===== src/rtl/moore_pattern_tx.sv =====
// -----------------------------------------------------------------------------
// moore_pattern_tx
//
// Serial bit-pattern transmitter that feeds the single-bit input of a Moore
// sequence detector. On an accepted start it shifts out a latched pattern,
// MSB first, one bit per clock. The pattern repeats num_reps times (0 is
// treated as 1), with `gap` idle cycles between repetitions.
//
// Ports:
//   clk        in   system clock, rising edge
//   n_rst      in   asynchronous active-low reset
//   start      in   request a transmission (sampled only when not busy)
//   abort      in   synchronous cancel; wins over start
//   pattern    in   [PAT_WIDTH] bits to send, MSB first, latched on start
//   num_reps   in   [REP_WIDTH] repetitions, latched on start, 0 -> 1
//   gap        in   [GAP_WIDTH] idle cycles between repetitions, latched
//   idle_val   in   level driven on o when no pattern bit is sent (not latched)
//   o          out  registered serial output
//   tx_active  out  o currently carries a pattern bit
//   busy       out  high from the first through the last pattern bit
//   done       out  one-cycle pulse in the cycle after the final bit
//   state_dbg  out  [2] current FSM state (0 IDLE, 1 SEND, 2 GAP)
//
// Handshake: a request is `start` high at a rising edge while the block is
// not busy (IDLE, including the `done` cycle) and `abort` is low. There is no
// back-pressure; busy=1 means further start pulses are dropped, and done
// marks completion of a transmission that was not aborted.
// -----------------------------------------------------------------------------
module moore_pattern_tx #(
    parameter int PAT_WIDTH = 4,
    parameter int REP_WIDTH = 4,
    parameter int GAP_WIDTH = 3
) (
    input  logic                 clk,
    input  logic                 n_rst,
    input  logic                 start,
    input  logic                 abort,
    input  logic [PAT_WIDTH-1:0] pattern,
    input  logic [REP_WIDTH-1:0] num_reps,
    input  logic [GAP_WIDTH-1:0] gap,
    input  logic                 idle_val,
    output logic                 o,
    output logic                 tx_active,
    output logic                 busy,
    output logic                 done,
    output logic [1:0]           state_dbg
);

    localparam int IDX_W = (PAT_WIDTH > 1) ? $clog2(PAT_WIDTH) : 1;
    localparam logic [IDX_W-1:0]     IDX_MSB = IDX_W'(PAT_WIDTH - 1);
    localparam logic [REP_WIDTH-1:0] REP_ONE = REP_WIDTH'(1);
    localparam logic [GAP_WIDTH-1:0] GAP_ONE = GAP_WIDTH'(1);

    typedef enum logic [1:0] {
        ST_IDLE = 2'd0,
        ST_SEND = 2'd1,
        ST_GAP  = 2'd2
    } state_t;

    // State reflects what the registered outputs show in the current cycle:
    // SEND means o holds pattern bit bit_idx_q, GAP means an idle gap cycle.
    state_t               state_q,   state_d;
    logic [PAT_WIDTH-1:0] pat_q,     pat_d;
    logic [IDX_W-1:0]     bit_idx_q, bit_idx_d;
    // Repetitions still to be sent, counting the one in progress.
    logic [REP_WIDTH-1:0] reps_q,    reps_d;
    // Latched gap length and the remaining gap cycles including the current one.
    logic [GAP_WIDTH-1:0] gap_len_q, gap_len_d;
    logic [GAP_WIDTH-1:0] gap_cnt_q, gap_cnt_d;

    logic o_q,         o_d;
    logic tx_active_q, tx_active_d;
    logic busy_q,      busy_d;
    logic done_q,      done_d;

    // -------------------------------------------------------------------------
    // State register
    // -------------------------------------------------------------------------
    always_ff @(posedge clk or negedge n_rst) begin
        if (!n_rst) begin
            state_q     <= ST_IDLE;
            pat_q       <= '0;
            bit_idx_q   <= '0;
            reps_q      <= '0;
            gap_len_q   <= '0;
            gap_cnt_q   <= '0;
            o_q         <= 1'b0;
            tx_active_q <= 1'b0;
            busy_q      <= 1'b0;
            done_q      <= 1'b0;
        end else begin
            state_q     <= state_d;
            pat_q       <= pat_d;
            bit_idx_q   <= bit_idx_d;
            reps_q      <= reps_d;
            gap_len_q   <= gap_len_d;
            gap_cnt_q   <= gap_cnt_d;
            o_q         <= o_d;
            tx_active_q <= tx_active_d;
            busy_q      <= busy_d;
            done_q      <= done_d;
        end
    end

    // -------------------------------------------------------------------------
    // Next-state logic
    // -------------------------------------------------------------------------
    always_comb begin
        state_d   = state_q;
        pat_d     = pat_q;
        bit_idx_d = bit_idx_q;
        reps_d    = reps_q;
        gap_len_d = gap_len_q;
        gap_cnt_d = gap_cnt_q;

        unique case (state_q)
            ST_IDLE: begin
                if (start && !abort) begin
                    state_d   = ST_SEND;
                    pat_d     = pattern;
                    bit_idx_d = IDX_MSB;
                    reps_d    = (num_reps == '0) ? REP_ONE : num_reps;
                    gap_len_d = gap;
                    gap_cnt_d = '0;
                end
            end

            ST_SEND: begin
                if (abort) begin
                    state_d = ST_IDLE;
                end else if (bit_idx_q != '0) begin
                    bit_idx_d = bit_idx_q - 1'b1;
                end else if (reps_q > REP_ONE) begin
                    // LSB shown now and more repetitions follow.
                    reps_d = reps_q - 1'b1;
                    if (gap_len_q != '0) begin
                        state_d   = ST_GAP;
                        gap_cnt_d = gap_len_q;
                    end else begin
                        bit_idx_d = IDX_MSB;
                    end
                end else begin
                    state_d = ST_IDLE;
                end
            end

            ST_GAP: begin
                if (abort) begin
                    state_d = ST_IDLE;
                end else if (gap_cnt_q > GAP_ONE) begin
                    gap_cnt_d = gap_cnt_q - 1'b1;
                end else begin
                    state_d   = ST_SEND;
                    gap_cnt_d = '0;
                    bit_idx_d = IDX_MSB;
                end
            end

            default: begin
                state_d = ST_IDLE;
            end
        endcase
    end

    // -------------------------------------------------------------------------
    // Output logic: registered outputs are computed from the next state so
    // that they line up with the cycle the state describes.
    // -------------------------------------------------------------------------
    always_comb begin
        o_d         = idle_val;
        tx_active_d = 1'b0;
        busy_d      = 1'b0;
        done_d      = 1'b0;

        if (state_d == ST_SEND) begin
            o_d         = pat_d[bit_idx_d];
            tx_active_d = 1'b1;
        end

        busy_d = (state_d != ST_IDLE);

        // Leaving SEND for IDLE without abort only happens after the last bit.
        done_d = (state_q == ST_SEND) && (state_d == ST_IDLE) && !abort;
    end

    assign o         = o_q;
    assign tx_active = tx_active_q;
    assign busy      = busy_q;
    assign done      = done_q;
    assign state_dbg = state_q;

endmodule

===== config.mk =====
export PLATFORM = sky130hd
export DESIGN_NAME = moore_pattern_tx
export DESIGN_NICKNAME = d
export VERILOG_FILES = /design/src/rtl/moore_pattern_tx.sv
export SDC_FILE = /design/constraint.sdc
export NUM_CORES = 1
export LEC_CHECK = 0
export BUFFER_PORTS_ARGS = -buffer_cell sky130_fd_sc_hd__buf_2
export CAP_MARGIN = 20
export CORE_ASPECT_RATIO = 0.8
export CORE_UTILIZATION = 25
export DETAILED_ROUTE_END_ITERATION = 6
export GPL_TIMING_DRIVEN = 0
export HOLD_SLACK_MARGIN = 0.08
export PLACE_DENSITY_LB_ADDON = 0.15
export SETUP_SLACK_MARGIN = 0.2
export SLEW_MARGIN = 20
export SYNTH_ARGS = -nofsm -noshare
export SYNTH_HDL_FRONTEND = slang
export SYNTH_SLANG_ARGS = --single-unit

===== constraint.sdc =====
create_clock -name clk -period 2.5 [get_ports clk]
set_clock_uncertainty 0.2 [all_clocks]
set_input_delay 0.25 -clock clk [delete_from_list [all_inputs] [get_ports clk]]
set_output_delay 0.25 -clock clk [all_outputs]
set_load 0.02 [all_outputs]

==> impl_metrics.env <==
export IMPL_max_cap_violations=0
export IMPL_std_cell_rows=23
export IMPL_tightest_slew_ns=0.5157
export IMPL_synth_cells=142
export IMPL_final_cell_mix="buf_2 (22), dfrtp_1 (20), nand2_1 (16)"
export IMPL_port_buffers=21
export IMPL_post_route_drc_count=2
export IMPL_synthesis_nets=166
export IMPL_drt_pass1_iterations=6
export IMPL_ant_nets=0
export IMPL_ys_seq_area_frac=0.4070
export IMPL_required_ns=2.45
export IMPL_grt_remaining_overflow=0
export IMPL_slew_headroom=0.6562
export IMPL_period_share=0.9120
export IMPL_startpoint_type="flop"
export IMPL_p_per_area_nw_per_um2=1236
export IMPL_p_leak_nw=0.7646
export IMPL_clk_latency_ns=0.27
export IMPL_vias=1207
export IMPL_path_cells="ha_2, buf_6, or4b_1, o22a_1, and2_4, a21oi_2, nand4bb_1, nand3_2"
export IMPL_synthArstFlopShare=1.000
export IMPL_syn_cell_area_sq_um=1353
export IMPL_root_buffer="clkbuf_8"
export IMPL_cpPeakStageDelay_ns=0.51
export IMPL_wl_um=3497
export IMPL_area_delta_synth_final_pct=31.82
export IMPL_fillers=527
export IMPL_num_antenna_cells=0
export IMPL_route_met2_wl_um=1569
export IMPL_drt_iter0_drc=60
export IMPL_seq_area_sq_um=553.0
export IMPL_critPathMaxFanout=4
export IMPL_cts_clk_slew_worst_paths_ns=0.08
export IMPL_met3_length_um=147
export IMPL_grt_setup_unrepaired="yes"
export IMPL_hold_path_class="input pin to flop"
export IMPL_design_die_area_sq_um=5710
export IMPL_grt_antenna_before_repair=0
export IMPL_globalRouteTotalUtil=0.1313
export IMPL_h_tree_depth=1
export IMPL_fmax_ghz=0.4386
export IMPL_place_gp_congestion=0.8929
export IMPL_syn_avg_cell_area_sq_um=9.525
export IMPL_cp_arrival_ns=2.23
export IMPL_ir_worst_vdd_mv=0.5285
export IMPL_status="finished, violations left"
export IMPL_synth_top_cell_area_share=0.4070
export IMPL_drt_met1_wl_um=1764
export IMPL_synthTopCellsByArea="dfrtp_1 (41%), ha_1 (7.4%), mux2_2 (5.8%)"
export IMPL_drive_gt1_frac=0.3207
export IMPL_holdWs_ns=0.1008
export IMPL_clock_path_buffers=2
export IMPL_synth_edf_count=0
export IMPL_cts_tree="done"
export IMPL_grt_pass1_vias=1179
export IMPL_ys_ff_latch=22
export IMPL_io_pins=22
export IMPL_start_util=0.2655
export IMPL_grt_max_degree=23
export IMPL_coreArea_sq_um=5094
export IMPL_wl_per_cell_um=14.22
export IMPL_path_class="flop to flop"
export IMPL_synth_ff_type="dfrtp_1"
export IMPL_ys_warn_count=0
export IMPL_final_common_cell="buf_2"
export IMPL_grt_pass1_wl_um=5692
export IMPL_period_minus_slack_ns=2.280
export IMPL_failed_checks="DRC"
export IMPL_die_height_um=67.79
export IMPL_vias_per_cell=4.907
export IMPL_cp_num_buf_inv=1
export IMPL_synth_cell_type_count=43
export IMPL_final_nets=209
export IMPL_multi_input_area_sq_um=778.2
export IMPL_setup_tns_final_ns=0
export IMPL_cp_top_family="simple AND/OR/NAND/NOR gates"
export IMPL_setup_violations=0
export IMPL_slowest_stage="or4b_1"
export IMPL_dieWidth_um=84.24
export IMPL_synth_area_leader_cell="dfrtp_1"
export IMPL_numCtsBuffers=3
export IMPL_dpl_hpwl_um=2556
export IMPL_hold_viol=0
export IMPL_route_top_layer_used="met4"
export IMPL_maxSlewViolCount=0
export IMPL_cts_num_sinks=22
export IMPL_end_kind="flop"
-- flip-flops by register name, summed over array words and instances, names as in the netlist --
name,cells
o,1
done,1
gap_cnt_q,3
gap_len_q,3
busy,1
state_dbg,2
pat_q,4
reps_q,4
tx_active,1
bit_idx_q,2
-- through the flow --
step           total power, W  utilization  worst slack, ns  cells  area, sq um
2_1_floorplan        0.001488            -           0.2253    142         1353
3_3_place_gp         0.001756       0.3014           0.1578    225         1535
3_5_place_dp         0.001796       0.3014           0.1019    225         1535
4_1_cts              0.002174       0.3471           0.2034    246         1768
5_1_grt              0.002404       0.3500           0.1447    246         1783
6_report             0.002203       0.3500           0.2199    246         1783
-- cells in the mapped netlist (2+ instances only) --
library cell,count
mux2_2,7
o211a_1,2
o21a_1,2
o311ai_0,2
and2_1,2
a21oi_1,9
nor3_1,4
o211ai_1,3
dfrtp_1,22
nand3_1,3
nand2b_1,5
ha_1,8
nand2_1,16
inv_1,9
buf_2,2
nor2_1,7
nand3b_1,2
o21ai_0,12
-- worst min-delay path: cells and delay by family --
family / cells / cell delay, ns
AO/OA/AOI/OAI: 1 / 0.12
buffers and inverters: 1 / 0.08
AND/OR/NAND/NOR: 1 / 0.08
-- final timing paths --
kind	from	end	slack (ns)	depth (start not counted)
max in group asynchronous	n_rst	state_dbg[1]$_DFF_PN0_	1.44	2
min in group asynchronous	n_rst	reps_q[2]$_DFFE_PN0P_	0.28	2
worst min-delay path	num_reps[0]	reps_q[0]$_DFFE_PN0P_	0.10	3
worst max-delay path	state_dbg[1]$_DFF_PN0_	o$_DFF_PN0_	0.22	8
worst min register to register	pat_q[0]$_DFF_PN0_	pat_q[0]$_DFF_PN0_	0.31	1
worst max register to register	state_dbg[1]$_DFF_PN0_	o$_DFF_PN0_	0.22	8
-- kinds of logic after synthesis --
family	Yosys count	share of synthesized area
and+or+nand+nor	49	0.1961
DFF	22	0.4070
adders and majority gates	8	0.07401
buffers and inverters	13	0.04347
AOI/OAI and AO/OA	43	0.2211
muxes	7	0.05828
-- power breakdown --
group | leakage, nW | switching, W | total, W | internal, W
sequential | 0.267 | 0.000132 | 0.000655 | 0.000524
clock | 0.0288 | 0.000126 | 0.000267 | 0.000141
combinational | 0.469 | 0.000714 | 0.00128 | 0.000567
total | 0.765 | 0.000972 | 0.00220 | 0.00123
-- metal layers --
layer | global-route usage | vias to the layer above
li1 | - | 597
met1 | 0.1729 | 588
met2 | 0.2203 | 20
met3 | 0.03056 | 2
met4 | 0.03233 | 0
met5 | 0 | -
-- layout make-up --
| type | instances | area share |
|---|---|---|
| tap | 62 | 0.04351 |
| multi-input combinational | 107 | 0.4365 |
| buffer | 4 | 0.01544 |
| clock buffer | 4 | 0.03088 |
| inverter | 9 | 0.01895 |
| sequential | 22 | 0.3102 |
| timing repair buffer | 38 | 0.1446 |
-- timing repair --
| action | CTS | global route |
|---|---|---|
| buffers inserted | 7 | 0 |
| pin swaps | 9 | 3 |
| hold buffers | 10 | 0 |
| endpoints found under the hold margin | 31 | 0 |
| endpoints found under the setup margin | 1 | 6 |
| resized for setup | 8 | 5 |
No activity file was read; power rests on OpenSTA's default activity.
